**config.mk**
```make
export PLATFORM = sky130hd
export DESIGN_NAME = pc_unit
export DESIGN_NICKNAME = d
export VERILOG_FILES = /design/src/rtl/pc_unit.sv
export SDC_FILE = /design/constraint.sdc
export NUM_CORES = 1
export LEC_CHECK = 0
export ABC_AREA = 1
export CORE_ASPECT_RATIO = 2
export CORE_UTILIZATION = 48
export CTS_BUF_LIST = sky130_fd_sc_hd__clkbuf_8
export CTS_CLUSTER_SIZE = 8
export DETAILED_ROUTE_END_ITERATION = 16
export GPL_TIMING_DRIVEN = 0
export PLACE_DENSITY = 0.84
export RECOVER_POWER = 50
export SLEW_MARGIN = 40
export SYNTH_ARGS = -nofsm -noshare
export SYNTH_HDL_FRONTEND = slang
export SYNTH_SLANG_ARGS = --single-unit
```
**constraint.sdc**
```tcl
create_clock -name clk -period 1.8 [get_ports clk]
set_input_delay 0.27 -clock clk [delete_from_list [all_inputs] [get_ports clk]]
set_output_delay 0.27 -clock clk [all_outputs]
set_load 0.1 [all_outputs]
```
**src/rtl/pc_unit.sv**
```systemverilog
// -----------------------------------------------------------------------------
// pc_unit -- program-counter unit for the fetch stage.
//
// Holds the current fetch address and hands pc / pc_plus to IF. Redirects are
// arbitrated exc_req > (eret) > jr > jump > branch_taken. A redirect that
// arrives while stalled is parked in a one-entry pending latch and applied
// when the stall releases. A BOOT/RUN/HALT state machine gates fetching.
//
// Handshake: pc_valid is the "valid" side of the fetch interface and ~stall is
// its "ready" side. A fetch at pc is consumed on a rising edge where
// pc_valid = 1, which already implies stall = 0. The pc only advances on such
// an edge, or on the wake-on-exception edge out of HALT.
//
// Optional feature (macro PC_EPC_EN): adds eret input and epc output. epc
// captures the pc at which an exception was accepted; eret redirects to epc.
//
// Parameters:
//   ADDR_W    width of pc and all target buses
//   RESET_VEC pc loaded on reset
//   EXC_VEC   exception handler address (must be STEP-aligned)
//   STEP      byte increment per sequential fetch (power of two)
//
// Ports:
//   clk, rst_n                 clock, asynchronous active-low reset
//   stall                      hold pc; IF/ID cannot take a fetch
//   halt_req, resume           enter / leave HALT
//   exc_req                    redirect to EXC_VEC (also wakes from HALT)
//   jr, jr_target              register-jump redirect
//   jump, jump_target          direct-jump redirect
//   branch_taken, branch_target taken-branch redirect
//   pc, pc_plus                current fetch address and pc + STEP
//   pc_valid                   pc is a live fetch this cycle
//   misalign                   one-cycle pulse: loaded redirect not aligned
//   halted                     state machine is in HALT
//   eret, epc                  (PC_EPC_EN only) return-from-exception, saved pc
//
// The FSM state is held in the signal "state" (type state_t) for observation.
// -----------------------------------------------------------------------------
module pc_unit #(
    parameter int                ADDR_W    = 32,
    parameter logic [ADDR_W-1:0] RESET_VEC = '0,
    parameter logic [ADDR_W-1:0] EXC_VEC   = 32'h0000_0080,
    parameter int                STEP      = 4
) (
    input  logic              clk,
    input  logic              rst_n,
    input  logic              stall,
    input  logic              halt_req,
    input  logic              resume,
    input  logic              exc_req,
    input  logic              jr,
    input  logic [ADDR_W-1:0] jr_target,
    input  logic              jump,
    input  logic [ADDR_W-1:0] jump_target,
    input  logic              branch_taken,
    input  logic [ADDR_W-1:0] branch_target,
    output logic [ADDR_W-1:0] pc,
    output logic [ADDR_W-1:0] pc_plus,
    output logic              pc_valid,
    output logic              misalign,
    output logic              halted
`ifdef PC_EPC_EN
    ,
    input  logic              eret,
    output logic [ADDR_W-1:0] epc
`endif
);

    typedef enum logic [1:0] {
        BOOT = 2'd0,
        RUN  = 2'd1,
        HALT = 2'd2
    } state_t;

    // Redirect ranks for the pending latch; a later redirect during a stall
    // replaces the parked one only if its rank is equal or higher.
`ifdef PC_EPC_EN
    localparam int PRI_W = 3;
    localparam logic [PRI_W-1:0] PRI_EXC  = 3'd4;
    localparam logic [PRI_W-1:0] PRI_ERET = 3'd3;
`else
    localparam int PRI_W = 2;
    localparam logic [PRI_W-1:0] PRI_EXC  = 2'd3;
`endif
    localparam logic [PRI_W-1:0] PRI_JR   = PRI_W'(2);
    localparam logic [PRI_W-1:0] PRI_JUMP = PRI_W'(1);
    localparam logic [PRI_W-1:0] PRI_BR   = PRI_W'(0);

    localparam logic [ADDR_W-1:0] STEP_MASK = ADDR_W'(STEP - 1);

    state_t            state, state_nxt;
    logic [ADDR_W-1:0] pc_nxt;
    logic              pending_vld, pending_vld_nxt;
    logic [ADDR_W-1:0] pending_tgt, pending_tgt_nxt;
    logic [PRI_W-1:0]  pending_pri, pending_pri_nxt;
    logic              misalign_nxt;

    logic              req_any;
    logic [ADDR_W-1:0] sel_tgt;
    logic [PRI_W-1:0]  sel_pri;
    logic              sel_exc;

`ifdef PC_EPC_EN
    logic [ADDR_W-1:0] epc_nxt;
    logic              load_exc;
`endif

    function automatic logic is_misaligned(input logic [ADDR_W-1:0] a);
        return (a & STEP_MASK) != '0;
    endfunction

    // Sequential increment wraps modulo 2^ADDR_W; the carry is simply dropped.
    assign pc_plus  = pc + ADDR_W'(STEP);
    assign pc_valid = (state == RUN) && !stall;
    assign halted   = (state == HALT);

    // Redirect arbitration.
    always_comb begin
        req_any = 1'b1;
        sel_tgt = branch_target;
        sel_pri = PRI_BR;
        sel_exc = 1'b0;
        if (exc_req) begin
            sel_tgt = EXC_VEC;
            sel_pri = PRI_EXC;
            sel_exc = 1'b1;
`ifdef PC_EPC_EN
        end else if (eret) begin
            sel_tgt = epc;
            sel_pri = PRI_ERET;
`endif
        end else if (jr) begin
            sel_tgt = jr_target;
            sel_pri = PRI_JR;
        end else if (jump) begin
            sel_tgt = jump_target;
            sel_pri = PRI_JUMP;
        end else if (!branch_taken) begin
            req_any = 1'b0;
        end
    end

    // Next-state / next-pc logic.
    always_comb begin
        state_nxt       = state;
        pc_nxt          = pc;
        pending_vld_nxt = pending_vld;
        pending_tgt_nxt = pending_tgt;
        pending_pri_nxt = pending_pri;
        misalign_nxt    = 1'b0;
`ifdef PC_EPC_EN
        load_exc        = 1'b0;
`endif
        case (state)
            BOOT: begin
                state_nxt = RUN;
            end
            RUN: begin
                if (stall) begin
                    // Park the redirect; exc_req has the top rank so it
                    // always replaces whatever is parked.
                    if (req_any && (!pending_vld || sel_pri >= pending_pri)) begin
                        pending_vld_nxt = 1'b1;
                        pending_tgt_nxt = sel_tgt;
                        pending_pri_nxt = sel_pri;
                    end
                end else begin
                    pending_vld_nxt = 1'b0;
                    if (req_any) begin
                        pc_nxt       = sel_tgt;
                        misalign_nxt = !sel_exc && is_misaligned(sel_tgt);
`ifdef PC_EPC_EN
                        load_exc     = sel_exc;
`endif
                    end else if (pending_vld) begin
                        pc_nxt       = pending_tgt;
                        misalign_nxt = (pending_pri != PRI_EXC) &&
                                       is_misaligned(pending_tgt);
`ifdef PC_EPC_EN
                        load_exc     = (pending_pri == PRI_EXC);
`endif
                    end else begin
                        pc_nxt = pc_plus;
                    end
                    if (halt_req) begin
                        state_nxt = HALT;
                    end
                end
            end
            HALT: begin
                if (exc_req) begin
                    pc_nxt    = EXC_VEC;
                    state_nxt = RUN;
`ifdef PC_EPC_EN
                    load_exc  = 1'b1;
`endif
                end else if (resume) begin
                    state_nxt = RUN;
                end
            end
            default: begin
                state_nxt = BOOT;
            end
        endcase
    end

`ifdef PC_EPC_EN
    // epc records the pc current in the cycle the exception is taken.
    assign epc_nxt = load_exc ? pc : epc;
`endif

    always_ff @(posedge clk or negedge rst_n) begin
        if (!rst_n) begin
            state       <= BOOT;
            pc          <= RESET_VEC;
            pending_vld <= 1'b0;
            pending_tgt <= '0;
            pending_pri <= '0;
            misalign    <= 1'b0;
`ifdef PC_EPC_EN
            epc         <= RESET_VEC;
`endif
        end else begin
            state       <= state_nxt;
            pc          <= pc_nxt;
            pending_vld <= pending_vld_nxt;
            pending_tgt <= pending_tgt_nxt;
            pending_pri <= pending_pri_nxt;
            misalign    <= misalign_nxt;
`ifdef PC_EPC_EN
            epc         <= epc_nxt;
`endif
        end
    end

endmodule

```
==> results of run 1 <==
-- timing repair --
| action | CTS | global route |
|---|---|---|
| gates cloned | 0 | 0 |
| gates resized for setup | 174 | 102 |
| pin swaps | 38 | 50 |
| setup buffers | 36 | 29 |
| hold buffers | 1 | 0 |
| setup endpoints to repair | 90 | 74 |
| hold endpoints to repair | 70 | 0 |
-- Yosys cell counts (all sizes together) --
cell       n
a22oi      3
xor2       3
a31oi      2
a2bb2oi    2
ha         6
o221ai     1
o22ai      2
o21ai    110
clkbuf    15
nor3       2
a21oi     35
o21bai     3
inv       78
xnor2      3
dfrtp     70
buf       24
and2       4
nand2    352
nand4      2
nor2      81
nand3     21
nand3b     6
-- state kept, by name, indices dropped and copies added (netlist names) --
signal       count
pending_tgt     32
pending_pri      2
misalign         1
pending_vld      1
pc              32
state            2
-- worst max path at each step --
stage,start,to,slack (ns)
floorplan,pc[2],pc_plus[11],-0.77
global placement,rst_n,pc[4],-2.35
detailed placement,exc_req,pending_tgt[14],-0.99
CTS,pc[3],pc_plus[26],-0.44
global route,pc[17],pc_plus[22],-0.79
finish,pc[17],pc_plus[26],-0.69
-- worst max-delay path, stage by stage, from the launching register on --
cell and delay, ns:
dfrtp_2 0.52, nand2_1 0.14, nor2_2 0.26, nand2_1 0.21, nor2_4 0.23, nand3b_1 0.21
nand2_8 0.12, buf_12 0.17
-- logic make-up after synthesis --
kind of cell               synth area share [%]
xor gates and xnor gates                   1.02
DFF                                        34.0
adders and majority gates                  1.46
and+or+nand+nor                            38.2
AOI/OAI and AO/OA                          16.0
buffers and inverters                      9.31
-- metal layers --
metal  wire length, um  vias up  GRT usage [%]
met5                 0        -              0
met4              1820        0           23.1
met3              2100      146           7.72
met2             11900      464           64.9
met1              7360     3152           40.2
li1                  -     3082              -
-- stage by stage --
step                utilization [%]  hold WS, ns
floorplan                         -      -0.0256
global placement               71.5        0.462
detailed placement             68.6       0.0874
CTS                            78.9        0.259
global route                   83.8        0.382
finish                         83.8        0.316
-- layout make-up --
| cell class | count | area [um2] | area share, % |
|---|---|---|---|
| well taps | 137 | 171 | 1.95 |
| clock buffers | 9 | 124 | 1.41 |
| inverters | 78 | 328 | 3.73 |
| multi-input cells | 638 | 3710 | 42.2 |
| clock inverters | 7 | 73.8 | 0.841 |
| repair buffers | 231 | 2310 | 26.4 |
| plain buffers | 39 | 264 | 3.01 |
| flip-flops and latches | 70 | 1800 | 20.5 |
-- power by group through the flow --
stage	Sequential, mW	Combinational, mW	Clock [mW]
floorplan	5.42	5.59	0
global placement	3.20	10.3	0
detailed placement	3.21	9.69	0
CTS	3.14	11.4	1.30
global route	3.32	13.0	1.37
finish	3.26	12.5	1.32
-- cells in the final DEF, fill, tap and decap left out, types with 10 or more instances in the layout --
master | synthesis | routed
a21oi_1 | 35 | 33
buf_12 | 0 | 27
buf_2 | 17 | 38
buf_4 | 5 | 50
buf_6 | 0 | 21
clkbuf_2 | 0 | 12
clkbuf_8 | 0 | 13
clkdlybuf4s50_1 | 0 | 100
clkinvlp_4 | 0 | 11
dfrtp_1 | 70 | 41
dfrtp_2 | 0 | 26
inv_1 | 75 | 62
nand2_1 | 341 | 279
nand2_2 | 8 | 40
nand2_4 | 2 | 18
nand2_8 | 1 | 15
nor2_1 | 68 | 54
nor2_2 | 4 | 10
nor2_4 | 7 | 15
o21ai_0 | 102 | 89
o21ai_1 | 8 | 15
==> impl_metrics.env, run 1 <==
export IMPL_critPathArrivalTime_ns=2.22
export IMPL_clk_latency_ns=0.37
export IMPL_rr_endpoint="pc[22]"
export IMPL_seq_power_share_pct=19.1
export IMPL_min_from="exc_req"
export IMPL_numPortBuffers=170
export IMPL_ant_nets=0
export IMPL_pwr_share_clk_pct=7.7
export IMPL_io_pins=172
export IMPL_grt_pass1_wl_mm=31.5
export IMPL_routed_via_density=5.66
export IMPL_dpl_instance_area_um2=7180
export IMPL_synthCells=825
export IMPL_cts_buffers=9
export IMPL_antenna_found_initial=0
export IMPL_rrSetupSlack_ns=-0.57
export IMPL_nNetsFinal=1178
export IMPL_postLayoutCellArea_um2=8780
export IMPL_drt_initial_drc_count=567
export IMPL_drc=0
export IMPL_dr_total_vias=6844
export IMPL_fin_setup_tns_ns=-15.55
export IMPL_cts_tree="yes"
export IMPL_dp_cells=1133
export IMPL_grt_overflow=0
export IMPL_start_util_pct=49.2
export IMPL_n_antenna_cell=0
export IMPL_switching_share_pct=60.4
export IMPL_instances_no_fill=1209
export IMPL_reg2reg_depth=15
export IMPL_dp_hpwl_mm=14.5
export IMPL_p_leak_nw=4.00
export IMPL_whs_path_depth=3
export IMPL_hold_violations=0
export IMPL_first_pass_iters=8
export IMPL_post_drt_wl_per_cell_um=19.2
export IMPL_clockRootBuffer="clkbuf_8"
export IMPL_clock_sinks=70
export IMPL_die_y_um=148
export IMPL_period_share_pct=138
export IMPL_r2r_start="pc[17]"
export IMPL_grt_max_degree=62
export IMPL_power_mw=17.1
export IMPL_gp_congestion=0.935
export IMPL_fmax_ghz=0.402
export IMPL_cp_start_kind="flip-flop"
export IMPL_setup_violations_final=48
export IMPL_synth_cell_types=32
export IMPL_irDropWorstVdd_mv=1.75
export IMPL_cap_violations=0
export IMPL_hp_class="in -> reg"
export IMPL_yosys_warnings=0
export IMPL_htreeDepth=3
export IMPL_p_comb_share_pct=73.2
export IMPL_crit_type="reg -> out"
export IMPL_drive_gt1_share_pct=32.6
export IMPL_critPathMaxFanout=6
export IMPL_maxSlewHeadroom_pct=42.7
export IMPL_drv_slew=0
export IMPL_p_int_mw=6.77
export IMPL_yosysTopAreaCell="dfrtp_1"
export IMPL_syn_nets=936
export IMPL_coreArea_um2=10500
export IMPL_clk_pin_slew_worst_paths_ns=0.09
export IMPL_synth_area_per_cell_um2=6.24
export IMPL_grt_pass1_vias=6535
export IMPL_totalWireLength_mm=23.2
export IMPL_grtUsageTotal_pct=37.5
export IMPL_required_ns=1.53
export IMPL_rsz0062_at_grt="yes"
export IMPL_syn_to_final_growth_pct=70.5
export IMPL_critPathCaptureType="output pin"
export IMPL_post_route_worst_setup_slack_ns=-0.689
export IMPL_synth_top_cell_area_share_pct=34.0
export IMPL_synth_seq_area_share_pct=34.0
export IMPL_yosys_register_bits=70
export IMPL_dieArea_um2=11200
export IMPL_p_per_area_nw_per_um2=1950
export IMPL_status="finished, violations left"
export IMPL_fin_skew_ns=0.0107
export IMPL_min_period_ns=2.49
export IMPL_netlist_top_cells_area="dfrtp_1 (34%), nand2_1 (25%), o21ai_0 (9.9%)"
export IMPL_dieWidth_um=75.2
export IMPL_place_ws_ns=-0.994
export IMPL_cts_buffer_depth=2
export IMPL_p_sw_mw=10.3
export IMPL_hold_end="pending_pri[0]"
export IMPL_worst_slew_pin_transition_ns=0.860
export IMPL_syn_cell_area_um2=5150
export IMPL_fillers=637
export IMPL_violations="negative setup slack"
export IMPL_num_rows=53
Power figures use the tool's default switching activity.
==> run 2, diff against run 1 <==
--- a/config.mk
+++ b/config.mk
@@ -9,3 +9,3 @@
 export CORE_ASPECT_RATIO = 2
-export CORE_UTILIZATION = 48
+export CORE_UTILIZATION = 25
 export CTS_BUF_LIST = sky130_fd_sc_hd__clkbuf_8
@@ -14,3 +14,4 @@
 export GPL_TIMING_DRIVEN = 0
-export PLACE_DENSITY = 0.84
+export HOLD_SLACK_MARGIN = 0.12
+export PLACE_DENSITY = 0.5
 export RECOVER_POWER = 50
==> constraint.sdc (replaced) <==
create_clock -name clk -period 1.8 [get_ports clk]
set_input_delay 0.18 -clock clk [delete_from_list [all_inputs] [get_ports clk]]
set_output_delay 0.18 -clock clk [all_outputs]
set_load 0.1 [all_outputs]
==> run 2 against run 1 <==
  * The run still ends with negative setup slack left
  * Sequential power barely moved
  * Global-route usage fell by 16 points
  * Clock power barely moved
  * Combinational power fell by 4%
  * Clock skew rose by 0.0018 ns
  * Via count fell by 11%
  * Worst hold slack improved by 0.028 ns
  * Register-to-register slack improved by 0.26 ns
  * Worst setup slack improved by 0.31 ns
  * Die area rose by 90%
  * Utilization fell by 40 points
  * Highest routed layer unchanged
==> impl_metrics.env, run 2 (synthesis results as in run 1) <==
export IMPL_status="finished, violations left"
export IMPL_violations="negative setup slack"
export IMPL_fin_skew_ns=0.0125
export IMPL_critPathMaxFanout=6
export IMPL_dieArea_um2=21200
export IMPL_irDropWorstVdd_mv=1.53
export IMPL_cts_buffer_depth=2
export IMPL_mostFrequentLayoutCell="nand2_1"
export IMPL_grt_pass1_vias=6167
export IMPL_clockRootBuffer="clkbuf_8"
export IMPL_num_rows=73
export IMPL_crit_chain="ha_4 -> nand2_4 -> nor2_4 -> nand2_8 -> buf_4 -> buf_6 -> o21ai_4 -> nand2_8 -> buf_12"
export IMPL_drive_gt1_share_pct=29.7
export IMPL_cts_buffers=9
export IMPL_cp_start_kind="flip-flop"
export IMPL_clk_latency_ns=0.36
export IMPL_io_pins=172
export IMPL_fillers=2096
export IMPL_worstPathBufferInverterCount=3
export IMPL_grt_overflow=0
export IMPL_clk_pin_slew_worst_paths_ns=0.08
export IMPL_path_common_cell="nand2_8"
export IMPL_antenna_found_initial=0
export IMPL_min_period_ns=2.18
export IMPL_required_ns=1.62
export IMPL_hold_violations=0
export IMPL_ant_nets=0
export IMPL_dp_hpwl_mm=17.6
export IMPL_grt_max_degree=56
export IMPL_crit_type="reg -> out"
export IMPL_dieWidth_um=103
export IMPL_post_route_worst_setup_slack_ns=-0.382
export IMPL_numPortBuffers=170
export IMPL_period_share_pct=121
export IMPL_hp_class="in -> reg"
export IMPL_multi_input_area_um2=3610
export IMPL_p_leak_nw=3.98
export IMPL_die_y_um=205
export IMPL_drv_slew=0
export IMPL_maxSlewHeadroom_pct=36.0
export IMPL_dr_total_vias=6106
export IMPL_setup_violations_final=37
export IMPL_start_util_pct=25.7
export IMPL_nNetsFinal=1173
export IMPL_htreeDepth=3
export IMPL_regArea_um2=1790
export IMPL_critPathCaptureType="output pin"
export IMPL_grtUsageTotal_pct=21.8
export IMPL_hold_slack_ns=0.344
export IMPL_final_cell_mix="nand2_1 (294), clkdlybuf4s50_1 (100), o21ai_0 (93), inv_1 (64), nor2_1 (59)"
export IMPL_cts_tree="yes"
export IMPL_p_per_area_nw_per_um2=1890
export IMPL_first_pass_iters=5
export IMPL_grt_pass1_wl_mm=33.9
export IMPL_rsz0062_at_grt="yes"
export IMPL_drc=0
export IMPL_crit_slowest_cell="dfrtp_4"
export IMPL_critPathArrivalTime_ns=2.00
export IMPL_reg_top3="pc (32), pending_tgt (32)"
export IMPL_totalWireLength_mm=22.2
export IMPL_post_drt_wl_per_cell_um=16.7
export IMPL_worst_slew_pin_transition_ns=0.960
export IMPL_drt_initial_drc_count=271
export IMPL_cap_violations=0
export IMPL_place_ws_ns=-0.950
export IMPL_coreArea_um2=20000
export IMPL_gp_congestion=0.829
export IMPL_critPathMaxStageDelay_ns=0.46
export IMPL_fmax_ghz=0.458
export IMPL_crit_family="flip-flops"
export IMPL_routed_via_density=4.59
export IMPL_syn_to_final_growth_pct=70.7
export IMPL_clock_sinks=70
==> run 2: area by class of cell <==
type,instances,share of cell area (%)
repair buffers,227,26.0
diodes,1,0.0285
inverters,78,3.73
multi-input cells,638,41.1
clock inverters,5,0.569
plain buffers,38,2.66
flip-flops and latches,70,20.4
clock buffers,11,1.72
well taps,262,3.73
==> run 2: path summary, 6_finish.rpt <==
kind	cells past startpoint	slack [ns]	start	endpoint
setup / recovery	9	-0.38	pc[2]	pc_plus[14]
hold / removal	3	0.34	exc_req	pending_pri[0]
setup reg to reg	16	-0.31	pc[2]	pc[26]
hold reg to reg	2	0.48	pending_tgt[26]	pending_tgt[26]
max in group asynchronous	3	0.22	rst_n	pc[27]
min in group asynchronous	2	0.48	rst_n	pending_tgt[9]
==> run 2: layer usage <==
| layer | track usage [%] | part of all wire, % |
|---|---|---|
| met1 | 23.7 | 38 |
| met2 | 40.4 | 55 |
| met3 | 2.18 | 2.6 |
| met4 | 11.0 | 4.5 |
| met5 | 0 | 0 |
==> run 2: repair_timing <==
| action | CTS | global route |
|---|---|---|
| buffers inserted | 31 | 24 |
| pin swaps | 38 | 33 |
| hold buffers | 1 | 0 |
| endpoints found under the hold margin | 70 | 0 |
| gates cloned | 0 | 0 |
| setup endpoints to repair | 90 | 77 |
| resized for setup | 187 | 43 |
==> run 2: through the flow <==
| stage | setup TNS (ns) | utilization (%) | power (mW) | area, um2 | cells |
|---|---|---|---|---|---|
| floorplan | -18.95 | - | 11.0 | 5640 | 825 |
| global placement | -224.20 | 38.3 | 13.8 | 7670 | 1257 |
| detailed placement | -46.03 | 36.8 | 13.2 | 7360 | 1258 |
| CTS | -8.72 | 42.5 | 16.2 | 8500 | 1305 |
| global route | -13.05 | 43.9 | 17.4 | 8790 | 1329 |
| finish | -9.06 | 43.9 | 16.6 | 8790 | 1330 |
==> run 2: worst min-delay path: cells and delay by family <==
family                 cells  cell delay (ns)
AOI/OAI and AO/OA          2             0.20
buffers and inverters      1             0.29
==> run 2: power by group <==
part	internal, mW	leakage, nW	total (mW)	switching [mW]
logic	3.57	3.00	12.0	8.45
clock network	0.704	0.108	1.33	0.628
registers	2.37	0.877	3.26	0.886
total	6.65	3.98	16.6	9.96
==> run 3, diff against run 2 <==
CORE_MARGIN = 2   (was default)
==> run 3 against run 2 <==
  * The run still ends with negative setup slack left
  * Clock skew grew 0.013 ns
  * Sequential power shrank 2%
  * Cell count grew 0.60%
  * Sequential share of layout area shrank 0.47 points
  * Critical endpoint is now pc_plus[18]
  * Largest cell class unchanged
==> impl_metrics.env, run 3 (synthesis results as in run 1) <==
export IMPL_status="finished, violations left"
export IMPL_violations="negative setup slack"
export IMPL_final_core_util_pct=44.4
export IMPL_final_cell_mix="nand2_1 (288), clkdlybuf4s50_1 (100), o21ai_0 (94), inv_1 (63), nor2_1 (58)"
export IMPL_start_util_pct=25.4
export IMPL_reg2reg_depth=14
export IMPL_num_rows=74
export IMPL_post_route_worst_setup_slack_ns=-0.391
export IMPL_reg_top3="pc (32), pending_tgt (32)"
export IMPL_min_period_ns=2.19
export IMPL_n_antenna_cell=0
export IMPL_postLayoutCellArea_um2=9000
export IMPL_dieWidth_um=105
export IMPL_routed_via_density=4.52
export IMPL_hold_violations=0
export IMPL_place_ws_ns=-0.994
export IMPL_dr_total_vias=6049
export IMPL_gp_congestion=0.880
export IMPL_post_drt_wl_per_cell_um=16.9
export IMPL_p_per_area_nw_per_um2=1870
export IMPL_numPortBuffers=170
export IMPL_first_pass_iters=9
export IMPL_drt_initial_drc_count=269
export IMPL_grt_pass1_wl_mm=34.1
export IMPL_clockRootBuffer="clkbuf_8"
export IMPL_ant_nets=0
export IMPL_irDropWorstVdd_mv=0.807
export IMPL_cts_buffers=9
export IMPL_io_pins=172
export IMPL_coreArea_um2=20300
export IMPL_totalWireLength_mm=22.7
export IMPL_maxSlewHeadroom_pct=35.8
export IMPL_critPathMaxFanout=6
export IMPL_drc=0
export IMPL_fmax_ghz=0.456
export IMPL_htreeDepth=3
export IMPL_dpl_instance_area_um2=7360
export IMPL_cts_tree="yes"
export IMPL_clock_sinks=70
export IMPL_crit_type="reg -> out"
export IMPL_syn_to_final_growth_pct=74.7
export IMPL_period_share_pct=122
export IMPL_grtUsageTotal_pct=20.6
export IMPL_cap_violations=0
export IMPL_dp_hpwl_mm=17.9
export IMPL_cp_start_kind="flip-flop"
export IMPL_power_mw=16.8
export IMPL_antenna_found_initial=0
export IMPL_hp_class="in -> reg"
export IMPL_mostFrequentLayoutCell="nand2_1"
export IMPL_grt_overflow=0
export IMPL_p_leak_nw=4.08
export IMPL_whs_path_depth=3
export IMPL_nNetsFinal=1178
export IMPL_fin_skew_ns=0.0255
export IMPL_fillers=2075
export IMPL_rsz0062_at_grt="yes"
export IMPL_die_y_um=207
export IMPL_cts_buffer_depth=2
export IMPL_grt_pass1_vias=6173
export IMPL_clk_latency_ns=0.37
export IMPL_rrSetupSlack_ns=-0.13
export IMPL_grt_max_degree=37
export IMPL_dieArea_um2=21800
export IMPL_clk_pin_slew_worst_paths_ns=0.10
export IMPL_worst_slew_pin_transition_ns=0.963
export IMPL_setup_violations_final=37
export IMPL_required_ns=1.62
export IMPL_drive_gt1_share_pct=31.4
export IMPL_hold_slack_ns=0.188
export IMPL_critPathArrivalTime_ns=2.01
export IMPL_critPathCaptureType="output pin"
export IMPL_drv_slew=0
[run 3: changes by cell type in the layout (fill, tap and decap cells not counted), moves of 2 or more]
cell,before,now
buf_12,26,28
clkbuf_1,10,8
nor2_4,14,16
o21ai_2,3,5
buf_8,2,4
nand2_1,294,288
nand3_4,2,5
nand2_2,26,31
nand3_1,9,7
o21ai_1,12,9
[run 3: stage by stage]
step	TNS, ns	std cells
3_3_place_gp	-222.17	1261
5_1_grt	-16.97	1338
6_report	-8.66	1338
3_5_place_dp	-46.70	1262
4_1_cts	-8.54	1307
2_1_floorplan	-18.95	825
[run 3: power by group]
group	leakage, nW	internal [mW]	switching (mW)	total (mW)
logic	3.09	3.66	8.57	12.2
registers	0.877	2.37	0.823	3.20
clock network	0.110	0.773	0.654	1.43
total	4.08	6.80	10.0	16.8
[run 3: area by class of cell]
| class | count | area, um2 | share of cell area [%] |
|---|---|---|---|
| clock buffers | 9 | 124 | 1.38 |
| repair buffers | 232 | 2370 | 26.4 |
| inverters | 78 | 333 | 3.70 |
| plain buffers | 38 | 251 | 2.79 |
| well taps | 266 | 333 | 3.70 |
| multi-input cells | 638 | 3700 | 41.1 |
| clock inverters | 7 | 90.1 | 1.00 |
| flip-flops and latches | 70 | 1790 | 19.9 |
[run 3: what timing repair did]
item                                   CTS  global route
gates cloned                             0             1
setup endpoints to repair               90            87
buffers inserted                        29            32
gates resized for setup                190            70
endpoints found under the hold margin   70             0
hold buffers                             1             0
pin swaps                               43            45
[run 3: per-layer routing]
layer | global-route usage (%) | share of wire, % | vias up
met5 | 0 | 0 | -
met4 | 11.5 | 4.7 | 0
met3 | 2.39 | 3.6 | 43
met2 | 39.7 | 55 | 163
met1 | 21.3 | 36 | 2773
li1 | - | - | 3070
[run 3: worst paths after layout]
path                                       from         endpoint
worst max-delay path                      pc[2]      pc_plus[18]
worst min-delay path                    exc_req   pending_pri[0]
worst max register to register            pc[2]           pc[26]
worst min register to register  pending_tgt[18]  pending_tgt[18]
max in group asynchronous                 rst_n           pc[24]
min in group asynchronous                 rst_n  pending_tgt[12]
[run 3: critical path, cell delays in order (launching register included)]
cell and delay [ns]:
dfrtp_4 0.47, ha_4 0.18, nand2_4 0.06, nor2_4 0.14, nand2_8 0.10, nor2_4 0.17
buf_4 0.14, nand2_2 0.05, and2_4 0.17, buf_12 0.16
